$ cat src/rtl/rat_io_bank.sv
// I/O port bank for the RAT MCU: strobed output registers, synchronised input ports,
// and a maskable change-detect interrupt with a post-reset init guard.
module rat_io_bank #(
  parameter int              DATA_W   = 8,
  parameter int              ID_W     = 8,
  parameter int              N_OUT    = 4,
  parameter int              N_IN     = 4,
  parameter logic [ID_W-1:0] OUT_BASE = 'h40,
  parameter logic [ID_W-1:0] IN_BASE  = 'h20,
  parameter logic [ID_W-1:0] MASK_ID  = 'hF0,
  parameter logic [ID_W-1:0] PEND_ID  = 'hF1
) (
  input  logic                    CLK,
  input  logic                    RESET,
  input  logic [ID_W-1:0]         PORT_ID,
  input  logic [DATA_W-1:0]       OUT_PORT,
  input  logic                    IO_STRB,
  input  logic [N_IN*DATA_W-1:0]  IN_DATA,
  output logic [DATA_W-1:0]       IN_PORT,
  output logic [N_OUT*DATA_W-1:0] OUT_DATA,
  output logic                    INT_CU
);

  localparam int OUT_LO = int'(OUT_BASE);
  localparam int OUT_HI = OUT_LO + N_OUT - 1;
  localparam int IN_LO  = int'(IN_BASE);
  localparam int IN_HI  = IN_LO + N_IN - 1;
  localparam int MASK_I = int'(MASK_ID);
  localparam int PEND_I = int'(PEND_ID);

  localparam bit BAD_MAP =
      (N_IN > DATA_W) ||
      (OUT_LO <= IN_HI && IN_LO <= OUT_HI) ||
      (MASK_I >= OUT_LO && MASK_I <= OUT_HI) || (MASK_I >= IN_LO && MASK_I <= IN_HI) ||
      (PEND_I >= OUT_LO && PEND_I <= OUT_HI) || (PEND_I >= IN_LO && PEND_I <= IN_HI) ||
      (MASK_I == PEND_I);

  if (BAD_MAP) begin : g_bad_map
    $error("rat_io_bank: overlapping address map or N_IN > DATA_W");
  end

  logic [N_IN*DATA_W-1:0]  s1, s2, prev;
  logic [N_OUT*DATA_W-1:0] out_q;
  logic [N_IN-1:0]         mask, pending, chg, clr;
  logic [1:0]              init_cnt;
  logic                    armed;

  // Change detection stays off until the synchronisers hold real post-reset samples.
  assign armed = (init_cnt == 2'd3);

  always_comb begin
    chg = '0;
    for (int k = 0; k < N_IN; k++) begin
      chg[k] = armed && (s2[k*DATA_W +: DATA_W] != prev[k*DATA_W +: DATA_W]);
    end
  end

  assign clr = (IO_STRB && PORT_ID == PEND_ID) ? OUT_PORT[N_IN-1:0] : '0;

  always_ff @(posedge CLK) begin
    if (RESET) begin
      s1       <= '0;
      s2       <= '0;
      prev     <= '0;
      out_q    <= '0;
      mask     <= '0;
      pending  <= '0;
      INT_CU   <= 1'b0;
      init_cnt <= 2'd0;
    end else begin
      s1   <= IN_DATA;
      s2   <= s1;
      prev <= s2;
      if (init_cnt != 2'd3) init_cnt <= init_cnt + 2'd1;
      // A new change outranks a simultaneous write-1-to-clear.
      pending <= (pending & ~clr) | chg;
      INT_CU  <= |(pending & mask);
      if (IO_STRB && PORT_ID == MASK_ID) mask <= OUT_PORT[N_IN-1:0];
      for (int k = 0; k < N_OUT; k++) begin
        if (IO_STRB && PORT_ID == ID_W'(OUT_LO + k)) out_q[k*DATA_W +: DATA_W] <= OUT_PORT;
      end
    end
  end

  assign OUT_DATA = out_q;

  always_comb begin
    IN_PORT = '0;
    for (int k = 0; k < N_IN; k++) begin
      if (PORT_ID == ID_W'(IN_LO + k)) IN_PORT = s2[k*DATA_W +: DATA_W];
    end
    if (PORT_ID == MASK_ID) IN_PORT = DATA_W'(mask);
    if (PORT_ID == PEND_ID) IN_PORT = DATA_W'(pending);
  end

endmodule
$ cat config.mk
export PLATFORM = sky130hd
export DESIGN_NAME = rat_io_bank
export DESIGN_NICKNAME = d
export VERILOG_FILES = /design/src/rtl/rat_io_bank.sv
export SDC_FILE = /design/constraint.sdc
export NUM_CORES = 1
export LEC_CHECK = 0
export ABC_CLOCK_PERIOD_IN_PS = 2700
export CAP_MARGIN = 20
export CORE_ASPECT_RATIO = 1.1
export CORE_MARGIN = 8
export CORE_UTILIZATION = 25
export DETAILED_ROUTE_END_ITERATION = 6
export HOLD_SLACK_MARGIN = 0.02
export PLACE_DENSITY = 0.48
export SLEW_MARGIN = 25
export SYNTH_ARGS = -nofsm -noshare
export SYNTH_HDL_FRONTEND = slang
export SYNTH_SLANG_ARGS = --single-unit
$ cat constraint.sdc
create_clock -name CLK -period 2.7 [get_ports CLK]
set_clock_uncertainty 0.05 [all_clocks]
set_input_delay 0.405 -clock CLK [delete_from_list [all_inputs] [get_ports CLK]]
set_output_delay 0.405 -clock CLK [all_outputs]
set_load 0.02 [all_outputs]
==> impl_metrics.toml, run 1 <==
[cts]
cts_made_buffers = 17
cts_tree = "yes"
clock_latency_ns = 0.41
cts_setup_buffers = 0
cts.sinks = 139
htree_levels = 4
ctsLongestPathBuffers = 2
clock-root-buffer = "clkbuf_16"
clk_pin_slew_worst_paths_ns = 0.05

[die]
die_w_um = 149
initial_core_util_pct = 25.5
row_count = 53
dieArea_um2 = 24200
num_io_pins = 92
die_h_um = 162
core-area_um2 = 19100

[placement]
place_congestion = 0.814
portBuffers = 91
place_hpwl_um = 8660

[yosys]
syn-num-nets = 481
synth_area_um2 = 4870
ys_warn_count = 0
synthCells = 429
syn_avg_cell_area_um2 = 11.4
netlist.area_leader.share_pct = 57.1
yosys.area.top_type = "dfxtp_1"
ys_ff_latch = 139
yosys-top-cells-area = "dfxtp_1 (57%), nor2b_1 (13%), mux2i_1 (8.4%)"
synth_cell_types = 30
synth_seq_area_share_pct = 57.1

[cells_and_area]
diodes = 0
multi_input_area_um2 = 1990
final_layout_size_suffix_gt1_share_pct = 12.8
final_common_cell = "dfxtp_1"
area_growth_pct = 39.1
nFillCells = 1927
nNetsFinal = 586
seq_area_um2 = 2780
final_cell_mix = "dfxtp_1 (139), nor2b_1 (101), clkdlybuf4s50_1 (82)"

[outcome]
status = "complete, no violations"

[worst_setup_path]
cp_num_buf_inv = 2
crit_family = "buffers and inverters"
r2r_end = "pending[1]"
cp_num_cells = 5
reg2reg_from = "s2[13]"
worstPathCellList = "clkdlybuf4s50_1 -> or4b_4 -> or2_1 -> o22ai_1 -> dlygate4sd2_1"
crit_type = "in2out"
crit_fanout = 4
worst_path_max_delay_cell = "or4b_4"
r2r_cells = 4
crit_path_start_kind = "input pin"
reg2reg_setup_slack_ns = 1.33
end_kind = "output port"
cpPeakStageDelay_ns = 0.51
worstPathArrival_ns = 2.19
crit_required_ns = 2.25

[pwr]
peakVddDrop_uv = 454
powerDensity_nw_per_um2 = 722
leakage_nw = 2.78

[grt]
met2_usage_pct = 15.4
grt_util_all_layers_pct = 9.77
grt.busiest_layer = "met2"
grt_max_degree = 88
grt_pass1_vias = 3390
antenna_found_initial = 0
grt_pass1_wl_um = 18100
overflow = 0
grtUsageMet1_pct = 11.7
use_met3_pct = 3.28

[detailed_routing]
route.detailed.drc = 0
vias_per_cell = 4.07
drt-pass1-iter-count = 4
routedWlPerCell_um = 14.6
vias = 3224
first_iter_violations = 100
wirelength_um = 11600
antenna_left = 0

[sta]
fin_crit_sh_pct = 98.1
hold_slack_ns = 0.359
worst_pin_slew_ns = 0.420
finalSetupViolations = 0
finalHoldViolations = 0
fmax_mhz = 377
slew_headroom_pct = 71.8
rsz0062_at_grt = "false"
fin_crit_ns = 2.65
tns_ns = 0
slew_viol_final = 0

[hold_path]
holdPathEnd = "OUT_DATA[16]"
hold_path_startpoint = "RESET"
hold_class = "in2reg"
whs_path_depth = 2

[job]
maxCapViolCount = 0
Yosys cell counts:
library cell	instances
nand3b_1	1
or2_1	1
nand4_1	1
mux4_2	8
a22oi_1	2
nor2_1	31
buf_1	3
xor2_1	33
nor2_2	8
nor3_2	1
nor2b_1	101
ha_1	1
inv_1	6
nor3_4	1
dfxtp_1	139
or4_1	1
or2_2	1
a32o_1	4
mux2i_1	41
or4b_4	2
nand2_1	5
nor4_4	1
nor4_1	8
clkbuf_1	13
nor3_1	1
or3_1	1
buf_2	4
o22ai_1	4
nand3_1	5
a21oi_1	1
power breakdown:
group          internal (mW)  leakage, nW  switching (mW)
clock                   1.61        0.301           0.838
combinational          0.162         1.34           0.119
sequential              2.12         1.14          0.0424
layout make-up:
| cell class | instances | share of cell area, % |
|---|---|---|
| repair buffers | 106 | 15.4 |
| multi-input cells | 264 | 29.3 |
| clock inverters | 10 | 2.44 |
| well taps | 247 | 4.56 |
| clock buffers | 21 | 6.94 |
| flip-flops and latches | 139 | 41.0 |
| inverters | 6 | 0.332 |
logic make-up after synthesis:
group	synth area share [%]
XOR/XNOR	5.93
adder cells (fa/ha/maj)	0.257
AND/OR/NAND/NOR	20.8
AO/OA/AOI/OAI	1.75
flip-flops	57.1
multiplexers	12.1
buffers and inverters	2.10
worst max path at each step:
stage               start          to  slack (ns)
2_1_floorplan  PORT_ID[1]  IN_PORT[2]        0.49
3_3_place_gp   PORT_ID[1]  IN_PORT[2]       -0.24
3_5_place_dp   PORT_ID[1]  IN_PORT[0]       -0.27
4_1_cts        PORT_ID[1]  IN_PORT[0]        0.01
5_1_grt        PORT_ID[1]  IN_PORT[0]        0.01
6_report       PORT_ID[1]  IN_PORT[3]        0.05
worst register-to-register path, delay by kind of cell (launching register included):
family          cells  cell delay (ns)
flops               1             0.34
compound gates      1             0.22
xor+xnor            1             0.17
simple gates        2             0.48
timing repair:
action | in CTS | in global routing
hold buffers | 0 | 0
resized for setup | 8 | 5
setup endpoints to repair | 8 | 3
cloned | 0 | 0
pin swaps | 0 | 0
through the flow:
stage / power, mW / instances / utilization (%) / worst slack (ns) / cell area [µm²]
floorplan: 2.35 / 429 / - / 0.494 / 4870
global placement: 2.49 / 762 / 32.3 / -0.242 / 6160
detailed placement: 2.50 / 762 / 32.3 / -0.271 / 6160
CTS: 4.99 / 793 / 35.5 / 0.0120 / 6790
global route: 5.09 / 793 / 35.5 / 0.0127 / 6780
finish: 4.90 / 793 / 35.5 / 0.0507 / 6780
registers in the layout (all words and copies together) (netlist names):
signal / cells
mask: 4
init_cnt: 2
prev: 32
INT_CU: 1
s2: 32
pending: 4
s1: 32
OUT_DATA: 32
routing by layer:
metal  vias up  routed length [µm]
met5         -                   0
li1       1620                   -
met4         0                 178
met2       102                5230
met1      1486                5440
met3        16                 721
(Power assumes the default switching activity.)
==> inputs of run 2 (changes only) <==
--- a/config.mk
+++ b/config.mk
@@ -11,6 +11,7 @@
 export CORE_MARGIN = 8
 export CORE_UTILIZATION = 25
 export DETAILED_ROUTE_END_ITERATION = 6
+export GPL_TIMING_DRIVEN = 0
 export HOLD_SLACK_MARGIN = 0.02
 export PLACE_DENSITY = 0.48
 export SLEW_MARGIN = 25
==> run 2 against run 1 <==
Effect of this change:
- via count shrank 0.28%
- first-iteration DRC count fell by 1.0%
- largest cell class unchanged
- worst hold slack worse by 0.0011 ns
- final area is 1.5% lower
- critical path depth stayed put
- die area did not move
- clock power down 2%
- cell count is 0.63% higher
- global-route usage is 0.17 points lower
==> impl_metrics.toml, run 2 (synthesis gave the netlist of run 1 again) <==
[worst_setup_path]
crit_start = "PORT_ID[6]"
crit_end = "IN_PORT[3]"
crit_path_start_kind = "input pin"
worstPathArrival_ns = 2.15
r2r_end = "pending[1]"
crit_fanout = 5
crit_type = "in2out"
end_kind = "output port"
reg2reg_from = "s2[13]"
reg2reg_setup_slack_ns = 1.33
crit_required_ns = 2.25
r2r_cells = 4

[grt]
overflow = 0
grt_util_all_layers_pct = 9.60
antenna_found_initial = 0
grt_pass1_wl_um = 17700
grt_pass1_vias = 3258
grt_max_degree = 17

[pwr]
p_total_mw = 4.85
peakVddDrop_uv = 424
powerDensity_nw_per_um2 = 726
leakage_nw = 2.73

[cts]
htree_levels = 4
cts_tree = "yes"
cts_made_buffers = 17
ctsLongestPathBuffers = 2
cts.sinks = 139
clock-root-buffer = "clkbuf_16"
clk_pin_slew_worst_paths_ns = 0.05
hold_buffers = 0
clock_latency_ns = 0.41

[sta]
worst_pin_slew_ns = 0.831
finalSetupViolations = 0
rsz0062_at_grt = "false"
fmax_mhz = 384
hold_slack_ns = 0.358
slew_viol_final = 0
fin_crit_ns = 2.60
finalHoldViolations = 0
fin_ws_ns = 0.0986
fin_crit_sh_pct = 96.3
slew_headroom_pct = 44.2

[detailed_routing]
routedWlPerCell_um = 14.2
drt-pass1-iter-count = 4
vias = 3215
route.detailed.drc = 0
wirelength_um = 11300
first_iter_violations = 99
antenna_left = 0
vias_per_cell = 4.03

[cells_and_area]
area_growth_pct = 37.1
final_layout_size_suffix_gt1_share_pct = 10.9
final_common_cell = "dfxtp_1"
diodes = 0
nFillCells = 1933
nNetsFinal = 590
final_cell_mix = "dfxtp_1 (139), nor2b_1 (101), clkdlybuf4s50_1 (81)"

[die]
die_h_um = 162
die_w_um = 149
dieArea_um2 = 24200
num_io_pins = 92
core-area_um2 = 19100
row_count = 53
initial_core_util_pct = 25.5

[hold_path]
hold_path_startpoint = "RESET"
hold_class = "in2reg"
whs_path_depth = 2

[outcome]
status = "complete, no violations"

[placement]
portBuffers = 89
place_congestion = 0.795
pre_cts_ws_ns = -0.558
place_hpwl_um = 8980

[job]
maxCapViolCount = 0
## run 2: cell count changes in the layout (fill, tap and decap cells not counted), sizes merged
cell           delta
clkbuf           +12
dlygate4sd2       -1
clkdlybuf4s15     -1
clkinvlp          -2
clkdlybuf4s50     -1
inv               +2
buf               -4
## run 2: timing repair
item | in CTS | in global routing
buffers inserted | 1 | 0
resized for setup | 18 | 6
gates cloned | 0 | 0
setup endpoints to repair | 8 | 5
## run 2: cell type report
class	count	area [µm²]	share of cell area, %
Timing Repair Buffer	90	873	13.1
Sequential cell	139	2780	41.6
Clock inverter	10	164	2.45
Buffer	20	87.6	1.31
Inverter	6	22.5	0.337
Tap cell	247	309	4.62
Clock buffer	22	454	6.80
Multi-Input combinational cell	264	1990	29.8
## run 2: worst min path at each step
stage | end | slack [ns]
after floorplan | s2[0] | 0.36
after global placement | s2[31] | 0.38
after detailed placement | s2[17] | 0.37
after CTS | s2[17] | 0.37
after global routing | s2[17] | 0.40
final | s2[20] | 0.36
## run 2: critical path, stage by stage
cell and delay (ns):
clkdlybuf4s50_1 0.51, or4b_4 0.53, or2_1 0.31, o22ai_1 0.17, buf_2 0.22
## run 2: where the power goes
part,internal [mW],switching [mW]
Sequential,2.12,0.0408
Combinational,0.155,0.120
Clock,1.57,0.837
## run 2: through the flow
step / TNS (ns) / util [%] / area (µm²) / instances
finish: 0 / 35.0 / 6680 / 798
detailed placement: -4.25 / 31.8 / 6070 / 765
global route: 0 / 35.0 / 6680 / 798
CTS: 0 / 35.1 / 6700 / 798
global placement: -4.02 / 31.8 / 6070 / 765
floorplan: 0 / - / 4870 / 429
## run 2: layer usage
layer	global-route usage [%]	up-vias	share of wire, %
met2	15.5	90	47
met4	3.86	0	1.2
met5	0	-	0
met3	3.42	13	5.6
met1	11.4	1477	46
li1	-	1635	-
